**config.mk**
```make
export PLATFORM = sky130hd
export DESIGN_NAME = pipe_adder_nbit
export DESIGN_NICKNAME = d
export VERILOG_FILES = /design/src/rtl/pipe_adder_nbit.sv
export SDC_FILE = /design/constraint.sdc
export NUM_CORES = 1
export LEC_CHECK = 0
export CAP_MARGIN = 15
export CELL_PAD_IN_SITES_DETAIL_PLACEMENT = 1
export CELL_PAD_IN_SITES_GLOBAL_PLACEMENT = 1
export CORE_ASPECT_RATIO = 0.7
export CORE_MARGIN = 4
export CORE_UTILIZATION = 49
export DETAILED_ROUTE_END_ITERATION = 7
export PLACE_DENSITY = 0.82
export SLEW_MARGIN = 40
export SYNTH_ARGS = -nofsm -noshare
export SYNTH_HDL_FRONTEND = slang
export SYNTH_SLANG_ARGS = --single-unit
export TNS_END_PERCENT = 100
```
**constraint.sdc**
```tcl
create_clock -name clk -period 4.7 [get_ports clk]
set_input_delay 0.47 -clock clk [delete_from_list [all_inputs] [get_ports clk]]
set_output_delay 0.47 -clock clk [all_outputs]
set_load 0.02 [all_outputs]
```
**src/rtl/pipe_adder_nbit.sv**
```systemverilog
// Pipelined WIDTH-bit adder/subtractor: one CHUNK-bit ripple slice per register stage,
// valid/ready handshake with whole-pipeline stall, signed-overflow flag on the result.
module pipe_adder_nbit #(
    parameter int unsigned WIDTH = 16,
    parameter int unsigned CHUNK = 4
) (
    input  logic             clk,
    input  logic             rst,
    input  logic             in_valid,
    output logic             in_ready,
    input  logic [WIDTH-1:0] a,
    input  logic [WIDTH-1:0] b,
    input  logic             cin,
    input  logic             sub,
    output logic             out_valid,
    input  logic             out_ready,
    output logic [WIDTH-1:0] sum,
    output logic             cout,
    output logic             ovf
);

    localparam int unsigned STAGES = WIDTH / CHUNK;
    localparam int unsigned LAST   = STAGES - 1;

    logic             vld_q [STAGES];
    logic [WIDTH-1:0] a_q   [STAGES];
    logic [WIDTH-1:0] b_q   [STAGES];
    logic [WIDTH-1:0] s_q   [STAGES];
    logic             c_q   [STAGES];
    logic             sub_q [STAGES];
    logic             ovf_q;

    logic             vld_d [STAGES];
    logic [WIDTH-1:0] a_d   [STAGES];
    logic [WIDTH-1:0] b_d   [STAGES];
    logic [WIDTH-1:0] s_d   [STAGES];
    logic             c_d   [STAGES];
    logic             sub_d [STAGES];
    logic             ovf_d;

    logic             stall;
    logic [CHUNK:0]   t;

    // One slice of the carry chain; b is inverted here so delayed slices stay raw.
    function automatic logic [CHUNK:0] add_slice(input logic [CHUNK-1:0] x,
                                                 input logic [CHUNK-1:0] y,
                                                 input logic             inv,
                                                 input logic             ci);
        logic [CHUNK-1:0] yy;
        yy = inv ? ~y : y;
        return {1'b0, x} + {1'b0, yy} + {{CHUNK{1'b0}}, ci};
    endfunction

    assign stall     = vld_q[LAST] & ~out_ready;
    assign in_ready  = ~stall;
    assign out_valid = vld_q[LAST];
    assign sum       = s_q[LAST];
    assign cout      = c_q[LAST];
    assign ovf       = ovf_q;

    always_comb begin
        t        = add_slice(a[CHUNK-1:0], b[CHUNK-1:0], sub, sub | cin);
        vld_d[0] = in_valid;
        a_d[0]   = a;
        b_d[0]   = b;
        sub_d[0] = sub;
        s_d[0]   = '0;
        s_d[0][CHUNK-1:0] = t[CHUNK-1:0];
        c_d[0]   = t[CHUNK];
        for (int k = 1; k < STAGES; k++) begin
            t        = add_slice(a_q[k-1][k*CHUNK +: CHUNK], b_q[k-1][k*CHUNK +: CHUNK],
                                 sub_q[k-1], c_q[k-1]);
            vld_d[k] = vld_q[k-1];
            a_d[k]   = a_q[k-1];
            b_d[k]   = b_q[k-1];
            sub_d[k] = sub_q[k-1];
            s_d[k]   = s_q[k-1];
            s_d[k][k*CHUNK +: CHUNK] = t[CHUNK-1:0];
            c_d[k]   = t[CHUNK];
        end
        // a ^ b' ^ sum at the MSB recovers the carry into bit WIDTH-1.
        ovf_d = a_d[LAST][WIDTH-1] ^ b_d[LAST][WIDTH-1] ^ sub_d[LAST]
              ^ s_d[LAST][WIDTH-1] ^ c_d[LAST];
    end

    always_ff @(posedge clk) begin
        if (rst) begin
            for (int k = 0; k < STAGES; k++) begin
                vld_q[k] <= 1'b0;
                a_q[k]   <= '0;
                b_q[k]   <= '0;
                s_q[k]   <= '0;
                c_q[k]   <= 1'b0;
                sub_q[k] <= 1'b0;
            end
            ovf_q <= 1'b0;
        end else if (!stall) begin
            // Data only loads behind a valid op so bubbles keep the last result visible.
            for (int k = 0; k < STAGES; k++) begin
                vld_q[k] <= vld_d[k];
                if (vld_d[k]) begin
                    a_q[k]   <= a_d[k];
                    b_q[k]   <= b_d[k];
                    s_q[k]   <= s_d[k];
                    c_q[k]   <= c_d[k];
                    sub_q[k] <= sub_d[k];
                end
            end
            if (vld_d[LAST]) ovf_q <= ovf_d;
        end
    end

endmodule

```
==> results of run 1 <==
-- per-stage QoR --
step | util [%] | area, sq um
after global routing | 62.7 | 5410
after CTS | 62.5 | 5380
after global placement | 58.7 | 5060
after floorplan | - | 4410
final | 62.7 | 5410
after detailed placement | 58.7 | 5060
-- cells by family (layout without fill, tap and decap cells) --
family                   after synthesis  count (layout)  synth area share (%)
XOR/XNOR                              26              26                  5.33
buffers and inverters                 32              86                  2.78
AO/OA/AOI/OAI                         21              21                  3.18
adder cells (fa/ha/maj)               20              20                  7.03
AND/OR/NAND/NOR                      104             104                  13.8
flip-flops                           100             100                  67.8
-- layout make-up --
type / instances / area, sq um
inverter: 12 / 45.0
fill: 810 / 3210
multi-input combinational: 171 / 1300
tap: 120 / 150
timing repair buffer: 58 / 591
clock inverter: 7 / 98.8
clock buffer: 9 / 225
sequential: 100 / 2990
-- worst max-delay path by stage --
stage	depth (start not counted)	endpoint	slack, ns	start
5_1_grt	8	ovf	2.00	sub_q[0][2]
4_1_cts	8	ovf	2.09	sub_q[0][2]
2_1_floorplan	8	ovf	2.34	sub_q[0][2]
6_report	8	ovf	2.11	sub_q[0][2]
3_3_place_gp	5	s_q[0][2]	1.96	out_ready
3_5_place_dp	5	s_q[0][2]	2.03	out_ready
-- worst max-delay path: stages (launching register included) --
cell      delay [ns]
edfxtp_1        0.52
xor2_1          0.22
fa_1            0.42
fa_1            0.42
a21o_1          0.19
a21oi_1         0.25
xnor2_1         0.17
xnor2_1         0.16
o22ai_2         0.10
-- state kept, by name, summed over array words and instances (netlist names) --
signal	count
s_q	40
sub_q	3
vld_q	4
ovf	1
b_q	24
a_q	24
c_q	4
-- layer usage --
layer	routed length, microns	track usage [%]	vias up
met5	0	0	-
met4	131	5.60	0
met3	392	5.91	15
met2	4290	30.8	57
met1	3470	19.9	1241
li1	-	-	1196
-- cells in the mapped netlist --
master,n,share of area [%]
xnor2_1,7,1.4
nor2b_1,2,0.28
and2b_1,1,0.17
clkbuf_1,18,1.5
xor2_1,18,3.6
ha_1,12,3.4
inv_1,12,1.0
a21oi_1,8,0.91
a21o_1,11,1.9
edfxtp_1,99,67
or2_2,2,0.28
nor3_1,1,0.11
o22ai_2,1,0.28
buf_2,2,0.23
dfxtp_1,1,0.45
nand2b_1,1,0.14
and3_1,81,11
fa_1,8,3.6
xor2_2,1,0.37
nand2_1,4,0.34
nor2_1,12,1.0
o21ai_0,1,0.11
-- report_power, final --
group	internal [W]	switching (W)
logic	0.000115	0.000126
registers	0.00104	0.0000294
clock network	0.000469	0.000325
==> metrics.cfg, run 1 <==
[placement]
port_buffers = 57
gp_congestion = 0.744
post-place-ws_ns = 2.03
placed_cells = 460
hpwl_microns = 5800

[synth]
ys_seq_elements = 100
synthCells = 303
ys_types = 22
seq_area_frac_synth_pct = 67.8
synth_warnings = 0
synth.avg_cell_area_sq_um = 14.6
syn-cell-area_sq_um = 4410
syn-num-nets = 361

[route]
drc = 0
firstDrtPassIters = 4
ant_nets = 0
dr_total_vias = 2509
wl_per_cell_microns = 17.4
wirelength_microns = 8280
drtIter0Drc = 144
vias_per_cell = 5.26

[worst_setup_path]
r2r_end = ovf
end_kind = flip-flop
r2r-start = sub_q[0][2]
arrival_ns = 2.80
path_max_fanout = 4
setup.worst_path.start_class = flip-flop
path_class = flip-flop to flip-flop
regToRegSetupSlack_ns = 2.11
worst_ep_required_time_ns = 4.91
reg2regPathDepth = 8

[sta]
slew_violations = 0
hold_viol = 0
slew_headroom_pct = 50.8
tightest_slew_ns = 0.738
clock_skew_ns = 0.00570
setup_viol = 0
fin_tns_setup_ns = 0
period_needed_ns = 2.59
rsz0062_at_grt = no
fmax_ghz = 0.386
hold_slack_ns = 0.499
fin_crit_sh_pct = 55.1
setup_ws_ns = 2.11

[grt]
antenna_found_initial = 0
grt_pass1_vias = 2761
grt_pass1_wl_microns = 13700
grt_max_degree = 86
gr-total-overflow = 0
grt_use_total_pct = 17.3

[clocking]
h-tree-depth = 3
clk_pin_slew_worst_paths_ns = 0.07
cts_tree = built
postCtsHoldBufs = 0
cts-buffers-inserted = 9
clock_latency_ns = 0.35
post-cts-setup-buffers = 0
cts-resized-gates = 0
cts_buffer_depth = 2
clock_sinks = 100
cts.root.buffer_cell = clkbuf_16

[pwr]
ir_worst_vdd_uv = 204
p_total_w = 0.00211
power.density_nw_per_um2 = 390
p_leak_nw = 2.41

[finish]
final_layout_size_suffix_gt1_share_pct = 7.00
finalNetCount = 410
n_antenna_cell = 0
area_growth_pct = 22.5
final_common_cell = edfxtp_1
layout_common_cells = 99 x edfxtp_1, 81 x and3_1, 57 x clkdlybuf4s50_1
fin_cells = 477

[floorplanning]
ios = 58
coreArea_sq_um = 8620
start_util_pct = 51.2
die_area_sq_um = 10600
die_w_microns = 121
die_h_microns = 87.4
row_count = 28

[hold_path]
worstHoldPathType = flip-flop to flip-flop
worstHoldStart = ovf
hold_depth = 2
min_to = ovf

[outcome]
outcome = complete, no violations

[run]
maxCapViolCount = 0

No activity file was read; power rests on OpenSTA's default activity.
==> run 2: changes to the inputs <==
--- a/config.mk
+++ b/config.mk
@@ -10,9 +10,9 @@
 export CELL_PAD_IN_SITES_GLOBAL_PLACEMENT = 1
 export CORE_ASPECT_RATIO = 0.7
 export CORE_MARGIN = 4
-export CORE_UTILIZATION = 49
+export CORE_UTILIZATION = 41
 export DETAILED_ROUTE_END_ITERATION = 7
-export PLACE_DENSITY = 0.82
+export PLACE_DENSITY = 0.73
 export SLEW_MARGIN = 40
 export SYNTH_ARGS = -nofsm -noshare
 export SYNTH_HDL_FRONTEND = slang
==> constraint.sdc (replaced) <==
create_clock -name clk -period 2.2 [get_ports clk]
set_input_delay 0.22 -clock clk [delete_from_list [all_inputs] [get_ports clk]]
set_output_delay 0.22 -clock clk [all_outputs]
set_load 0.02 [all_outputs]
==> run 2 against run 1 <==
Effect of this change: first-iteration DRC count down 40%; maximum frequency rose by 19%; cell count is 5.2% higher; critical path type unchanged; combinational power increased by 130%; cell area up 1.9%; global-route usage down 3.7 points; register-to-register slack worse by 2.1 ns; sequential share of layout area decreased by 1.0 points; largest power group unchanged; count of clock-buffer cells in the layout up 1.
==> metrics.cfg, run 2 (synthesis gave the netlist of run 1 again) <==
[outcome]
outcome = complete, no violations

[pwr]
seq_power_share_pct = 53.4  ; +2.5 points
pwr-share-comb_pct = 12.8  ; +1.4 points
p_switching_w = 0.000995  ; +110%
ir_worst_vdd_uv = 392  ; +92%
switching_share_pct = 23.3  ; +0.53 points
internal_power_w = 0.00327  ; +100%
p_leak_nw = 2.46  ; +1.8%
pwr-share-clk_pct = 33.8  ; -3.9 points
power.density_nw_per_um2 = 775  ; +99%

[sta]
setup_ws_ns = 0.0235  ; -2.09 ns
fmax_ghz = 0.459  ; +19%
hold_viol = 0  ; unchanged
period_needed_ns = 2.18  ; -0.415 ns
slew_headroom_pct = 66.8  ; +16 points
tightest_slew_ns = 0.499  ; -0.239 ns
hold_slack_ns = 0.495  ; -0.00442 ns
setup_viol = 0  ; unchanged
rsz0062_at_grt = yes
fin_crit_sh_pct = 98.9  ; +44 points
slew_violations = 0  ; unchanged
clock_skew_ns = 0.00528  ; -0.000415 ns

[route]
firstDrtPassIters = 4  ; unchanged
drc = 0  ; unchanged
dr_total_vias = 2487  ; -0.88%
wl_per_cell_microns = 15.6  ; -9.9%
drtIter0Drc = 86  ; -40%
ant_nets = 0  ; unchanged
wirelength_microns = 7860  ; -5.2%
vias_per_cell = 4.95  ; -5.8%

[finish]
top_regs = s_q: 40 flops, a_q: 24 flops, b_q: 24 flops
area_growth_pct = 24.8
final_common_cell = edfxtp_1
multi_input_area_sq_um = 1320  ; +1.1%
top_register = s_q
largest_reg_flops = 40  ; unchanged
final_layout_size_suffix_gt1_share_pct = 10.3  ; +3.3 points
ff_latch_area_sq_um = 2990  ; unchanged
nFillCells = 1018  ; +26%
finalNetCount = 423  ; +3.2%
n_antenna_cell = 0  ; unchanged
layout_common_cells = 99 x edfxtp_1, 81 x and3_1, 57 x clkdlybuf4s50_1

[worst_setup_path]
end_kind = flip-flop
cp_cell_sequence = xor2_1 > fa_2 > fa_2 > a21o_1 > a21oi_2 > xnor2_1 > xnor2_1 > o22ai_2
r2r_end = ovf
cp_slowest_cell = edfxtp_1
path_class = flip-flop to flip-flop
setup.worst_path.start_class = flip-flop
max_stage_delay_ns = 0.41  ; -0.11 ns
r2r-start = sub_q[0][2]
worst_ep_required_time_ns = 2.42  ; -2.49 ns
arrival_ns = 2.40  ; -0.40 ns
reg2regPathDepth = 8  ; unchanged
path_max_fanout = 2  ; -2
regToRegSetupSlack_ns = 0.02  ; -2.09 ns
crit_path_start = sub_q[0][2]

[clocking]
clock_sinks = 100  ; unchanged
cts-buffers-inserted = 9  ; unchanged
cts_tree = built
h-tree-depth = 3  ; unchanged
cts.root.buffer_cell = clkbuf_16
postCtsHoldBufs = 0  ; unchanged
clock_latency_ns = 0.34  ; about the same
clk_pin_slew_worst_paths_ns = 0.07  ; about the same
cts_buffer_depth = 2  ; unchanged

[placement]
post-place-ws_ns = -0.0726  ; -2.10 ns
port_buffers = 57  ; unchanged
gp_congestion = 0.714  ; -4.0%
hpwl_microns = 5900  ; +1.8%

[floorplanning]
coreArea_sq_um = 10400  ; +21%
die_w_microns = 132  ; +8.7%
row_count = 31  ; +11%
die_h_microns = 94.8  ; +8.5%
start_util_pct = 42.3  ; -8.9 points
die_area_sq_um = 12500  ; +18%
ios = 58  ; unchanged

[grt]
grt_pass1_wl_microns = 13200  ; -4.0%
grt_use_total_pct = 13.6  ; -3.7 points
grt_max_degree = 39  ; -55%
grt_pass1_vias = 2602  ; -5.8%
gr-total-overflow = 0  ; unchanged
antenna_found_initial = 0  ; unchanged

[hold_path]
min_to = ovf
worstHoldPathType = flip-flop to flip-flop
hold_depth = 2  ; unchanged
worstHoldStart = ovf

[run]
maxCapViolCount = 0  ; unchanged

[run 2: timing repair]
item                                   4_1_cts  5_1_grt
gates resized for setup                      0        2
cloned                                       0        0
endpoints found under the hold margin        0        0
pin swaps                                    1        0
setup endpoints to repair                    1        3
buffers inserted                             1        0
[run 2: how the worst max path moves through the flow]
stage,to
2_1_floorplan,ovf
3_3_place_gp,s_q[0][3]
3_5_place_dp,c_q[0][0]
4_1_cts,ovf
5_1_grt,ovf
6_report,ovf
[run 2: critical path, delay by kind of cell (launching register included)]
| kind | cells | cell delay [ns] |
|---|---|---|
| AOI/OAI and AO/OA | 3 | 0.44 |
| xor gates and xnor gates | 3 | 0.48 |
| adders and majority gates | 2 | 0.73 |
| DFF | 1 | 0.41 |
[run 2: cell type report]
cell class,instances,area share (%)
clock buffer,10,4.16
clock inverter,6,0.818
inverter,12,0.818
multi-input combinational,171,23.9
sequential,100,54.4
tap,132,3.00
timing repair buffer,71,13.0
[run 2: layer usage]
metal	vias to the layer above	part of all wire (%)	GRT usage, %
met5	-	0	0
met4	0	1.4	4.20
met3	9	5.7	4.85
met2	65	45	21.5
met1	1189	48	17.8
li1	1224	-	-
[run 2: per-stage QoR]
| step | TNS [ns] | std cells | instance area (sq um) | total power [W] | util (%) |
|---|---|---|---|---|---|
| 2_1_floorplan | -0.00554 | 303 | 4420 | 0.00263 | - |
| 3_3_place_gp | 0 | 485 | 5220 | 0.00283 | 50.0 |
| 3_5_place_dp | -0.103 | 485 | 5220 | 0.00287 | 50.0 |
| 4_1_cts | 0 | 502 | 5500 | 0.00433 | 52.7 |
| 5_1_grt | -0.0821 | 502 | 5510 | 0.00448 | 52.8 |
| 6_report | 0 | 502 | 5510 | 0.00427 | 52.8 |
[run 2: power groups by stage]
stage | sequential [W] | clock (W) | combinational (W)
5_1_grt | 0.00229 | 0.00157 | 0.000615
3_3_place_gp | 0.00231 | 0 | 0.000517
3_5_place_dp | 0.00232 | 0 | 0.000551
4_1_cts | 0.00228 | 0.00149 | 0.000557
6_report | 0.00228 | 0.00144 | 0.000546
2_1_floorplan | 0.00233 | 0 | 0.000303
